===== config.mk =====
export PLATFORM = sky130hd
export DESIGN_NAME = eth_pkt_gen_flat
export DESIGN_NICKNAME = d
export VERILOG_FILES = /design/src/rtl/eth_pkg.sv /design/src/rtl/eth_pkt_gen_if.sv /design/src/rtl/eth_lfsr8.sv /design/src/rtl/eth_pkt_gen.sv /design/src/flat_wrapper.sv
export SDC_FILE = /design/constraint.sdc
export NUM_CORES = 1
export LEC_CHECK = 0
export BUFFER_PORTS_ARGS = -buffer_cell sky130_fd_sc_hd__buf_2
export CAP_MARGIN = 20
export CORE_AREA = 2 2 209 231
export DETAILED_ROUTE_END_ITERATION = 6
export DIE_AREA = 0 0 211 233
export HOLD_SLACK_MARGIN = 0.02
export PLACE_DENSITY = 0.58
export SLEW_MARGIN = 20
export SYNTH_ARGS = -nofsm -noshare
export SYNTH_HDL_FRONTEND = slang
export SYNTH_SLANG_ARGS = --single-unit

===== constraint.sdc =====
create_clock -name clk_mac -period 3.3 [get_ports clk_mac]
set_input_delay 0.495 -clock clk_mac [delete_from_list [all_inputs] [get_ports clk_mac]]
set_output_delay 0.495 -clock clk_mac [all_outputs]
set_load 0.01 [all_outputs]

===== src/rtl/eth_pkg.sv =====
// Shared definitions for the Ethernet test-frame generator: payload modes,
// header layout, PRBS polynomial and small byte-select helpers.
package eth_pkg;

  localparam logic [1:0] MODE_INCR = 2'd0;
  localparam logic [1:0] MODE_FILL = 2'd1;
  localparam logic [1:0] MODE_PRBS = 2'd2;
  localparam logic [1:0] MODE_SEQ  = 2'd3;

  localparam int unsigned OFF_DST     = 0;
  localparam int unsigned OFF_SRC     = OFF_DST + 6;
  localparam int unsigned OFF_TYPE    = OFF_SRC + 6;
  localparam int unsigned OFF_PAYLOAD = OFF_TYPE + 2;
  localparam int unsigned OFF_SEQ_END = OFF_PAYLOAD + 4;

  // x^8 + x^6 + x^5 + x^4 + 1, shift-left Fibonacci form
  localparam logic [7:0] LFSR_TAPS = 8'hB8;
  localparam logic [7:0] LFSR_SEED = 8'hFF;

  typedef struct packed {
    logic [47:0] dst;
    logic [47:0] src;
    logic [15:0] ethertype;
    logic [1:0]  mode;
    logic [7:0]  fill;
  } frame_cfg_t;

  function automatic logic [7:0] lfsr_step(input logic [7:0] q);
    return {q[6:0], ^(q & LFSR_TAPS)};
  endfunction

  // Header byte idx (0..13), dst/src/type each sent MSB byte first
  function automatic logic [7:0] hdr_byte(input frame_cfg_t cfg, input logic [3:0] idx);
    logic [111:0] hdr;
    hdr = {cfg.dst, cfg.src, cfg.ethertype} << {idx, 3'b000};
    return hdr[111:104];
  endfunction

  function automatic logic [7:0] seq_byte(input logic [31:0] seq, input logic [1:0] k);
    logic [31:0] s;
    s = seq << {k, 3'b000};
    return s[31:24];
  endfunction

endpackage


===== src/rtl/eth_pkt_gen_if.sv =====
// Byte-wide AXI-Stream transmit link between the frame generator and the MAC.
interface eth_pkt_gen_if;
  logic [7:0] tdata;
  logic       tvalid;
  logic       tlast;
  logic       tready;

  modport master (output tdata, output tvalid, output tlast, input tready);
  modport slave  (input tdata, input tvalid, input tlast, output tready);
endinterface


===== src/rtl/eth_lfsr8.sv =====
// 8-bit Fibonacci LFSR for the PRBS payload; load has priority over step.
module eth_lfsr8
  import eth_pkg::*;
(
  input  logic       clk,
  input  logic       rst,
  input  logic       load,
  input  logic       step,
  output logic [7:0] q,
  output logic [7:0] q_next_c
);

  assign q_next_c = lfsr_step(q);

  always_ff @(posedge clk) begin
    if (rst || load) begin
      q <= LFSR_SEED;
    end else if (step) begin
      q <= q_next_c;
    end
  end

endmodule


===== src/rtl/eth_pkt_gen.sv =====
// Ethernet test-frame generator: bursts of programmable-length frames with a
// configurable header, payload pattern, frame count and inter-frame gap.
module eth_pkt_gen
  import eth_pkg::*;
#(
  parameter int unsigned LEN_W   = 11,
  parameter int unsigned MIN_LEN = 60,
  parameter int unsigned MAX_LEN = 1514,
  parameter int unsigned CNT_W   = 16,
  parameter int unsigned GAP_W   = 16
) (
  input  logic              clk_mac,
  input  logic              rst,
  input  logic              start,
  input  logic              stop,
  input  logic [47:0]       cfg_dst_mac,
  input  logic [47:0]       cfg_src_mac,
  input  logic [15:0]       cfg_ethertype,
  input  logic [LEN_W-1:0]  cfg_len,
  input  logic [1:0]        cfg_mode,
  input  logic [7:0]        cfg_fill,
  input  logic [CNT_W-1:0]  cfg_count,
  input  logic [GAP_W-1:0]  cfg_gap,
  eth_pkt_gen_if.master     tx_axis_mac,
  output logic              busy,
  output logic              done,
  output logic [31:0]       frames_sent
);

  localparam logic [1:0] ST_IDLE = 2'd0;
  localparam logic [1:0] ST_SEND = 2'd1;
  localparam logic [1:0] ST_GAP  = 2'd2;

  logic [1:0]       state_q, state_d;
  frame_cfg_t       cfg_q, cfg_d, cfg_in;
  logic [LEN_W-1:0] len_q, len_d, len_in;
  logic [CNT_W-1:0] cnt_q, cnt_d;
  logic [GAP_W-1:0] gap_q, gap_d;
  logic [GAP_W-1:0] gap_cnt_q, gap_cnt_d;
  logic [CNT_W-1:0] burst_q, burst_d;
  logic [CNT_W-1:0] seq_q, seq_d;
  logic [LEN_W-1:0] idx_q, idx_d;
  logic             stop_pend_q, stop_pend_d;
  logic [7:0]       tdata_q, tdata_d;
  logic             tvalid_q, tvalid_d;
  logic             tlast_q, tlast_d;
  logic             busy_q, busy_d;
  logic             done_q, done_d;
  logic [31:0]      frames_q, frames_d;

  logic             accept_c;
  logic [LEN_W-1:0] nxt_idx_c;
  logic [CNT_W-1:0] burst_inc_c;
  logic             burst_end_c;
  logic [7:0]       nxt_byte_c;
  logic [7:0]       lfsr_q, lfsr_nxt_c;
  logic             lfsr_load_c;

  assign tx_axis_mac.tdata  = tdata_q;
  assign tx_axis_mac.tvalid = tvalid_q;
  assign tx_axis_mac.tlast  = tlast_q;
  assign busy        = busy_q;
  assign done        = done_q;
  assign frames_sent = frames_q;

  assign cfg_in = '{dst: cfg_dst_mac, src: cfg_src_mac, ethertype: cfg_ethertype,
                    mode: cfg_mode, fill: cfg_fill};

  assign accept_c    = tvalid_q & tx_axis_mac.tready;
  assign nxt_idx_c   = idx_q + LEN_W'(1);
  assign burst_inc_c = burst_q + CNT_W'(1);
  assign burst_end_c = ((cnt_q != '0) && (burst_inc_c == cnt_q)) || stop_pend_q || stop;

  // Seed is held through the header so byte 14 always starts at the seed
  assign lfsr_load_c = !((state_q == ST_SEND) && (idx_q >= LEN_W'(OFF_PAYLOAD)));

  eth_lfsr8 u_lfsr (
    .clk      (clk_mac),
    .rst      (rst),
    .load     (lfsr_load_c),
    .step     (accept_c),
    .q        (lfsr_q),
    .q_next_c (lfsr_nxt_c)
  );

  // Requested length clamped into the legal frame range
  always_comb begin
    len_in = cfg_len;
    if (cfg_len < LEN_W'(MIN_LEN)) begin
      len_in = LEN_W'(MIN_LEN);
    end else if (cfg_len > LEN_W'(MAX_LEN)) begin
      len_in = LEN_W'(MAX_LEN);
    end
  end

  // Byte that follows the one currently presented
  always_comb begin
    nxt_byte_c = 8'h00;
    if (nxt_idx_c < LEN_W'(OFF_PAYLOAD)) begin
      nxt_byte_c = hdr_byte(cfg_q, nxt_idx_c[3:0]);
    end else begin
      case (cfg_q.mode)
        MODE_INCR: nxt_byte_c = nxt_idx_c[7:0];
        MODE_FILL: nxt_byte_c = cfg_q.fill;
        MODE_PRBS: nxt_byte_c = (nxt_idx_c == LEN_W'(OFF_PAYLOAD)) ? lfsr_q : lfsr_nxt_c;
        default: begin
          if (nxt_idx_c < LEN_W'(OFF_SEQ_END)) begin
            nxt_byte_c = seq_byte(32'(seq_q), 2'(nxt_idx_c - LEN_W'(OFF_PAYLOAD)));
          end else begin
            nxt_byte_c = nxt_idx_c[7:0];
          end
        end
      endcase
    end
  end

  // Next-state and registered-output logic
  always_comb begin
    state_d     = state_q;
    cfg_d       = cfg_q;
    len_d       = len_q;
    cnt_d       = cnt_q;
    gap_d       = gap_q;
    gap_cnt_d   = gap_cnt_q;
    burst_d     = burst_q;
    seq_d       = seq_q;
    idx_d       = idx_q;
    stop_pend_d = stop_pend_q;
    tdata_d     = tdata_q;
    tvalid_d    = tvalid_q;
    tlast_d     = tlast_q;
    busy_d      = busy_q;
    done_d      = 1'b0;
    frames_d    = frames_q;

    case (state_q)
      ST_IDLE: begin
        if (start) begin
          cfg_d       = cfg_in;
          len_d       = len_in;
          cnt_d       = cfg_count;
          gap_d       = cfg_gap;
          burst_d     = '0;
          idx_d       = '0;
          stop_pend_d = 1'b0;
          tdata_d     = hdr_byte(cfg_in, 4'(OFF_DST));
          tvalid_d    = 1'b1;
          tlast_d     = 1'b0;
          busy_d      = 1'b1;
          state_d     = ST_SEND;
        end
      end

      ST_SEND: begin
        if (stop) begin
          stop_pend_d = 1'b1;
        end
        if (accept_c) begin
          if (tlast_q) begin
            frames_d = frames_q + 32'd1;
            seq_d    = seq_q + CNT_W'(1);
            burst_d  = burst_inc_c;
            idx_d    = '0;
            tlast_d  = 1'b0;
            if (burst_end_c) begin
              tvalid_d    = 1'b0;
              busy_d      = 1'b0;
              done_d      = 1'b1;
              stop_pend_d = 1'b0;
              state_d     = ST_IDLE;
            end else if (gap_q == '0) begin
              tdata_d = hdr_byte(cfg_q, 4'(OFF_DST));
            end else begin
              tvalid_d  = 1'b0;
              gap_cnt_d = gap_q;
              state_d   = ST_GAP;
            end
          end else begin
            idx_d   = nxt_idx_c;
            tdata_d = nxt_byte_c;
            tlast_d = (nxt_idx_c == len_q - LEN_W'(1));
          end
        end
      end

      ST_GAP: begin
        if (stop) begin
          busy_d  = 1'b0;
          done_d  = 1'b1;
          state_d = ST_IDLE;
        end else if (gap_cnt_q == GAP_W'(1)) begin
          idx_d    = '0;
          tdata_d  = hdr_byte(cfg_q, 4'(OFF_DST));
          tvalid_d = 1'b1;
          state_d  = ST_SEND;
        end else begin
          gap_cnt_d = gap_cnt_q - GAP_W'(1);
        end
      end

      default: begin
        tvalid_d = 1'b0;
        tlast_d  = 1'b0;
        busy_d   = 1'b0;
        state_d  = ST_IDLE;
      end
    endcase
  end

  always_ff @(posedge clk_mac) begin
    if (rst) begin
      state_q     <= ST_IDLE;
      cfg_q       <= '0;
      len_q       <= '0;
      cnt_q       <= '0;
      gap_q       <= '0;
      gap_cnt_q   <= '0;
      burst_q     <= '0;
      seq_q       <= '0;
      idx_q       <= '0;
      stop_pend_q <= 1'b0;
      tdata_q     <= 8'h00;
      tvalid_q    <= 1'b0;
      tlast_q     <= 1'b0;
      busy_q      <= 1'b0;
      done_q      <= 1'b0;
      frames_q    <= 32'd0;
    end else begin
      state_q     <= state_d;
      cfg_q       <= cfg_d;
      len_q       <= len_d;
      cnt_q       <= cnt_d;
      gap_q       <= gap_d;
      gap_cnt_q   <= gap_cnt_d;
      burst_q     <= burst_d;
      seq_q       <= seq_d;
      idx_q       <= idx_d;
      stop_pend_q <= stop_pend_d;
      tdata_q     <= tdata_d;
      tvalid_q    <= tvalid_d;
      tlast_q     <= tlast_d;
      busy_q      <= busy_d;
      done_q      <= done_d;
      frames_q    <= frames_d;
    end
  end

endmodule

===== src/flat_wrapper.sv =====
// flat-port wrapper written by rule: the top's interface ports become plain ports
module eth_pkt_gen_flat import eth_pkg::*;
#(
  parameter int unsigned LEN_W   = 11,
  parameter int unsigned MIN_LEN = 60,
  parameter int unsigned MAX_LEN = 1514,
  parameter int unsigned CNT_W   = 16,
  parameter int unsigned GAP_W   = 16
)
  (clk_mac, rst, start, stop, cfg_dst_mac, cfg_src_mac, cfg_ethertype, cfg_len, cfg_mode, cfg_fill, cfg_count, cfg_gap, busy, done, frames_sent, tx_axis_mac_tdata, tx_axis_mac_tvalid, tx_axis_mac_tlast, tx_axis_mac_tready);
  eth_pkt_gen_if tx_axis_mac_i ();
  input  logic clk_mac;
  input  logic rst;
  input  logic start;
  input  logic stop;
  input  logic [47:0] cfg_dst_mac;
  input  logic [47:0] cfg_src_mac;
  input  logic [15:0] cfg_ethertype;
  input  logic [LEN_W-1:0] cfg_len;
  input  logic [1:0] cfg_mode;
  input  logic [7:0] cfg_fill;
  input  logic [CNT_W-1:0] cfg_count;
  input  logic [GAP_W-1:0] cfg_gap;
  output logic busy;
  output logic done;
  output logic [31:0] frames_sent;
  output wire logic [$bits(tx_axis_mac_i.tdata)-1:0] tx_axis_mac_tdata;
  output wire logic [$bits(tx_axis_mac_i.tvalid)-1:0] tx_axis_mac_tvalid;
  output wire logic [$bits(tx_axis_mac_i.tlast)-1:0] tx_axis_mac_tlast;
  input wire logic [$bits(tx_axis_mac_i.tready)-1:0] tx_axis_mac_tready;
  assign tx_axis_mac_tdata = tx_axis_mac_i.tdata;
  assign tx_axis_mac_tvalid = tx_axis_mac_i.tvalid;
  assign tx_axis_mac_tlast = tx_axis_mac_i.tlast;
  assign tx_axis_mac_i.tready = tx_axis_mac_tready;
  eth_pkt_gen #(.LEN_W(LEN_W), .MIN_LEN(MIN_LEN), .MAX_LEN(MAX_LEN), .CNT_W(CNT_W), .GAP_W(GAP_W)) u_core (.clk_mac(clk_mac), .rst(rst), .start(start), .stop(stop), .cfg_dst_mac(cfg_dst_mac), .cfg_src_mac(cfg_src_mac), .cfg_ethertype(cfg_ethertype), .cfg_len(cfg_len), .cfg_mode(cfg_mode), .cfg_fill(cfg_fill), .cfg_count(cfg_count), .cfg_gap(cfg_gap), .tx_axis_mac(tx_axis_mac_i), .busy(busy), .done(done), .frames_sent(frames_sent));
endmodule

==> summary.md <==
| Metric | Value |
|---|---|
| Initial antenna violation count | 1 |
| Slowest stage delay, CP | roughly 0.48 ns |
| Clock Tree Root | clkbuf_16 |
| Crit share post-route | ~96% |
| Max Slew Vio Count | 0 |
| Hold path cells | 3 |
| Vias in the first global route | ~13k |
| Crit-path max FO | 25 |
| Sum of negative setup slack | 0 ns |
| Nets | 2136 |
| Tot GR Track Use | 17.6% |
| # port buffers | around 210 |
| Row cnt | 83 |
| Type of origin of the critical path | flop |
| Commonest cells after routing, fill and taps aside | nand2_1 (433), dfxtp_1 (279), a21oi_1 (241) |
| RePlAce Congestion | ~0.90 |
| PD cells | between 600 and 700 nW/um^2 |
| #FFs+latches synth | roughly 280 |
| Post-route ant nets | 0 |
| Share of layout cells above drive strength 1 | between 10% and 20% |
| Syn Inst Count | around 1.8k |
| Reg2reg path depth | 9 |
| Max cap viols | 0 |
| Crit-path cells | and3_1 -> xnor2_4 -> buf_4 -> mux4_2 -> a221o_1 -> a21oi_1 -> o21ai_0 -> a31oi_1 -> o41ai_1 |
| Initial Utilization | about 30% |
| Peak supply drop | just over 300 uV |
| DRC | 0 |
| Synthesized area | between 10000 and 15000 sq um |
| Cts hold-fix bufs | 0 |
| Drt total wl | between 40000 and 50000 um |
| First-pass GRT wire length | slightly below 70000 um |
| Setup violations, final | 0 |
| CTS tree | done |
| RSZ-0062 raised after global routing | no |
| Post-synth ARST share | 0% |
| Clock Skew | ~0.023 ns |
| Router iterations before antenna repair | 5 |
| Count of cell types in the netlist | between 90 and 100 |
| Tmin final | approximately 3.2 ns |
| R2r setup slk | 0.12 ns |
| Final Hold Viols | 0 |
| Largest net degree at the start of global routing | 126 |
| Core area | between 40000 and 50000 sq um |
| Reg2Reg Launch Point | u_core.idx_q[2] |
| Leakage | 0.00658 uW |
| Commonest non-fill, non-tap cell in the layout | nand2_1 |
| Critical path type | flop to flop |
| Most used DFF post-synth | dfxtp_1 |
| Synthesis-to-finish area growth | 21.5% |
| Worst Hold Class | input pin to flop |
| Worst Max-Slew Pin Slew | a little over 0.7 ns |
| Routed length per instance | between 15 and 20 um |
| Hold endpoint | u_core.cfg_q[93] |
| Nature of the critical path endpoint | flop |
| Placed cell count | between 2k and 3k |
| Die ar. | between 40000 and 50000 sq um |
| Synth area leaders | dfxtp_1 (40%), nand2_1 (12%), a21oi_1 (8.7%), xor2_1 (3.2%), nor2_1 (3.1%) |
| Post-Layout Cell Count | between 2k and 3k |
| H-tree depth | 2 |
| Outcome | complete, no violations |
| Die Wd | ~210 um |
| Power Total | 10700 uW |
| Clock buffer count from CTS | 34 |
| CP startpoint | u_core.idx_q[2] |
| Max Clk Rate | 0.314 GHz |
| Layout fillers | roughly 4.8k |
| DR vias/cell | around 5.2 |
| Req. time, crit path | ~3.7 ns |
| Grt ovf | 0 |
| End-of-flow core utilization | between 30% and 40% |
| Detailed Place HPWL | approximately 32000 um |
| Hold path startpoint | cfg_dst_mac[19] |
| Post-synth EDFFs | 0 |
| Initial DRC Count | approximately 880 |
| Cell accounting for the most synthesized area | dfxtp_1 |
| Slew headroom | ~52% |
| Syn_nets | 1955 |
| Sink count of the clock tree | roughly 280 |
| Mean Syn Cell Area | a little under 8 sq um |
| Register area share after synthesis | about two fifths |
| Clock slew at reported path FFs | 0.06 ns |
| # IOs | between 200 and 250 |
| Max Buffers Root-to-Sink | 3 |
| Arrival @ worst endpoint | ~3.6 ns |
| Yosys top cell area share | 40.3% |
| Worst path slowest cell | dfxtp_1 |
| Hold WS | between 0.15 and 0.2 ns |
| Via count | 13.3k |
| Reg2Reg Capture Point | u_core.tx_axis_mac.tdata[0] |
| Synth warn | 0 |
| Clock latency at the later pin of the worst-skew pair | between 0.5 and 0.6 ns |
| Die Y | about 230 um |
[state kept, by name (all words and copies together) (netlist names), 8 cells and up]
| register | cells |
|---|---|
| u_core.frames_sent | 32 |
| u_core.cfg_q | 122 |
| u_core.seq_q | 16 |
| u_core.gap_q | 16 |
| u_core.gap_cnt_q | 16 |
| u_core.burst_q | 16 |
| u_core.tx_axis_mac.tdata | 8 |
| u_core.idx_q | 11 |
| u_core.u_lfsr.q | 8 |
| u_core.cnt_q | 16 |
| u_core.len_q | 11 |
[logic make-up (layout without fill, tap and decap cells)]
| logic type | count (synthesis) | count (layout) | share of synthesized area [%] |
|---|---|---|---|
| AND/OR/NAND/NOR | 768 | 768 | 24.8 |
| AO/OA/AOI/OAI | 430 | 430 | 18.7 |
| flip-flops | 279 | 279 | 40.3 |
| buffers and inverters | 137 | 342 | 3.95 |
| XOR/XNOR | 91 | 91 | 6.04 |
| multiplexers | 56 | 56 | 5.08 |
| adder cells (fa/ha/maj) | 12 | 12 | 1.08 |
| other | 0 | 1 | 0 |
[cell usage after synthesis (5+ instances only)]
cell type	n
a31oi_1	10
or3_1	16
nand3_1	47
and2_1	8
a211oi_1	11
mux2i_1	31
nand4_1	25
o211ai_1	12
nor2_1	115
dfxtp_1	279
xnor2_1	38
buf_2	15
xor2_1	50
clkbuf_1	83
nand2_1	434
o31ai_1	13
o21ai_0	57
inv_1	20
buf_1	13
nand3b_1	8
a21oi_1	241
nor2b_1	6
o41ai_1	6
ha_1	12
and4_1	8
mux4_2	10
and3_1	15
a32o_1	8
a311oi_1	7
nor3_1	33
mux2_2	13
nor4_1	17
nand2b_1	13
o22ai_1	5
o21ai_1	7
[where the power goes]
group	internal (uW)	switching [uW]
clock network	2340	1550
registers	3750	331
logic	1040	1710
total	7130	3600
[repair_timing]
| action | CTS | global route |
|---|---|---|
| setup endpoints to repair | 0 | 17 |
| setup buffers | 0 | 3 |
| gates resized for setup | 0 | 6 |
[cell type report]
type                       instances  area (sq um)  area share [%]
multi-input combinational       1357          7780            46.2
sequential                       279          5590            33.1
timing repair buffer             260          1500            8.92
clock buffer                      42           932            5.53
tap                              595           744            4.42
clock inverter                    18           219            1.30
inverter                          22          82.6           0.490
antenna                            1          2.50          0.0149
[worst max path at each step]
| stage | slack, ns | to | cells after the start |
|---|---|---|---|
| after floorplan | 0.50 | u_core.tx_axis_mac.tdata[2] | 9 |
| after global placement | 0.15 | u_core.tx_axis_mac.tdata[4] | 9 |
| after detailed placement | 0.14 | u_core.tx_axis_mac.tdata[4] | 9 |
| after CTS | 0.13 | u_core.gap_cnt_q[6] | 10 |
| after global routing | 0.02 | u_core.state_q[1] | 10 |
| final | 0.12 | u_core.tx_axis_mac.tdata[0] | 9 |
[worst max-delay path, delay by kind of cell (launching register included)]
| kind | cells | cell delay [ns] |
|---|---|---|
| AO/OA/AOI/OAI | 5 | 1.09 |
| flip-flops | 1 | 0.48 |
| AND/OR/NAND/NOR | 1 | 0.44 |
| buffers and inverters | 1 | 0.42 |
| multiplexers | 1 | 0.39 |
| XOR/XNOR | 1 | 0.23 |
[stage by stage]
stage	cell area, sq um	setup slack, ns
after floorplan	13900	0.499
after global placement	15600	0.154
after detailed placement	15600	0.145
after CTS	16800	0.127
after global routing	16800	0.0172
final	16800	0.117
[layer usage]
layer	GRT usage (%)	routed length (um)	vias to the layer above
li1	-	-	6563
met5	0	0	-
met2	28.8	20300	377
met4	6.07	1180	0
met3	2.85	2520	61
met1	23.4	19800	6320
Power figures use the tool's default switching activity.
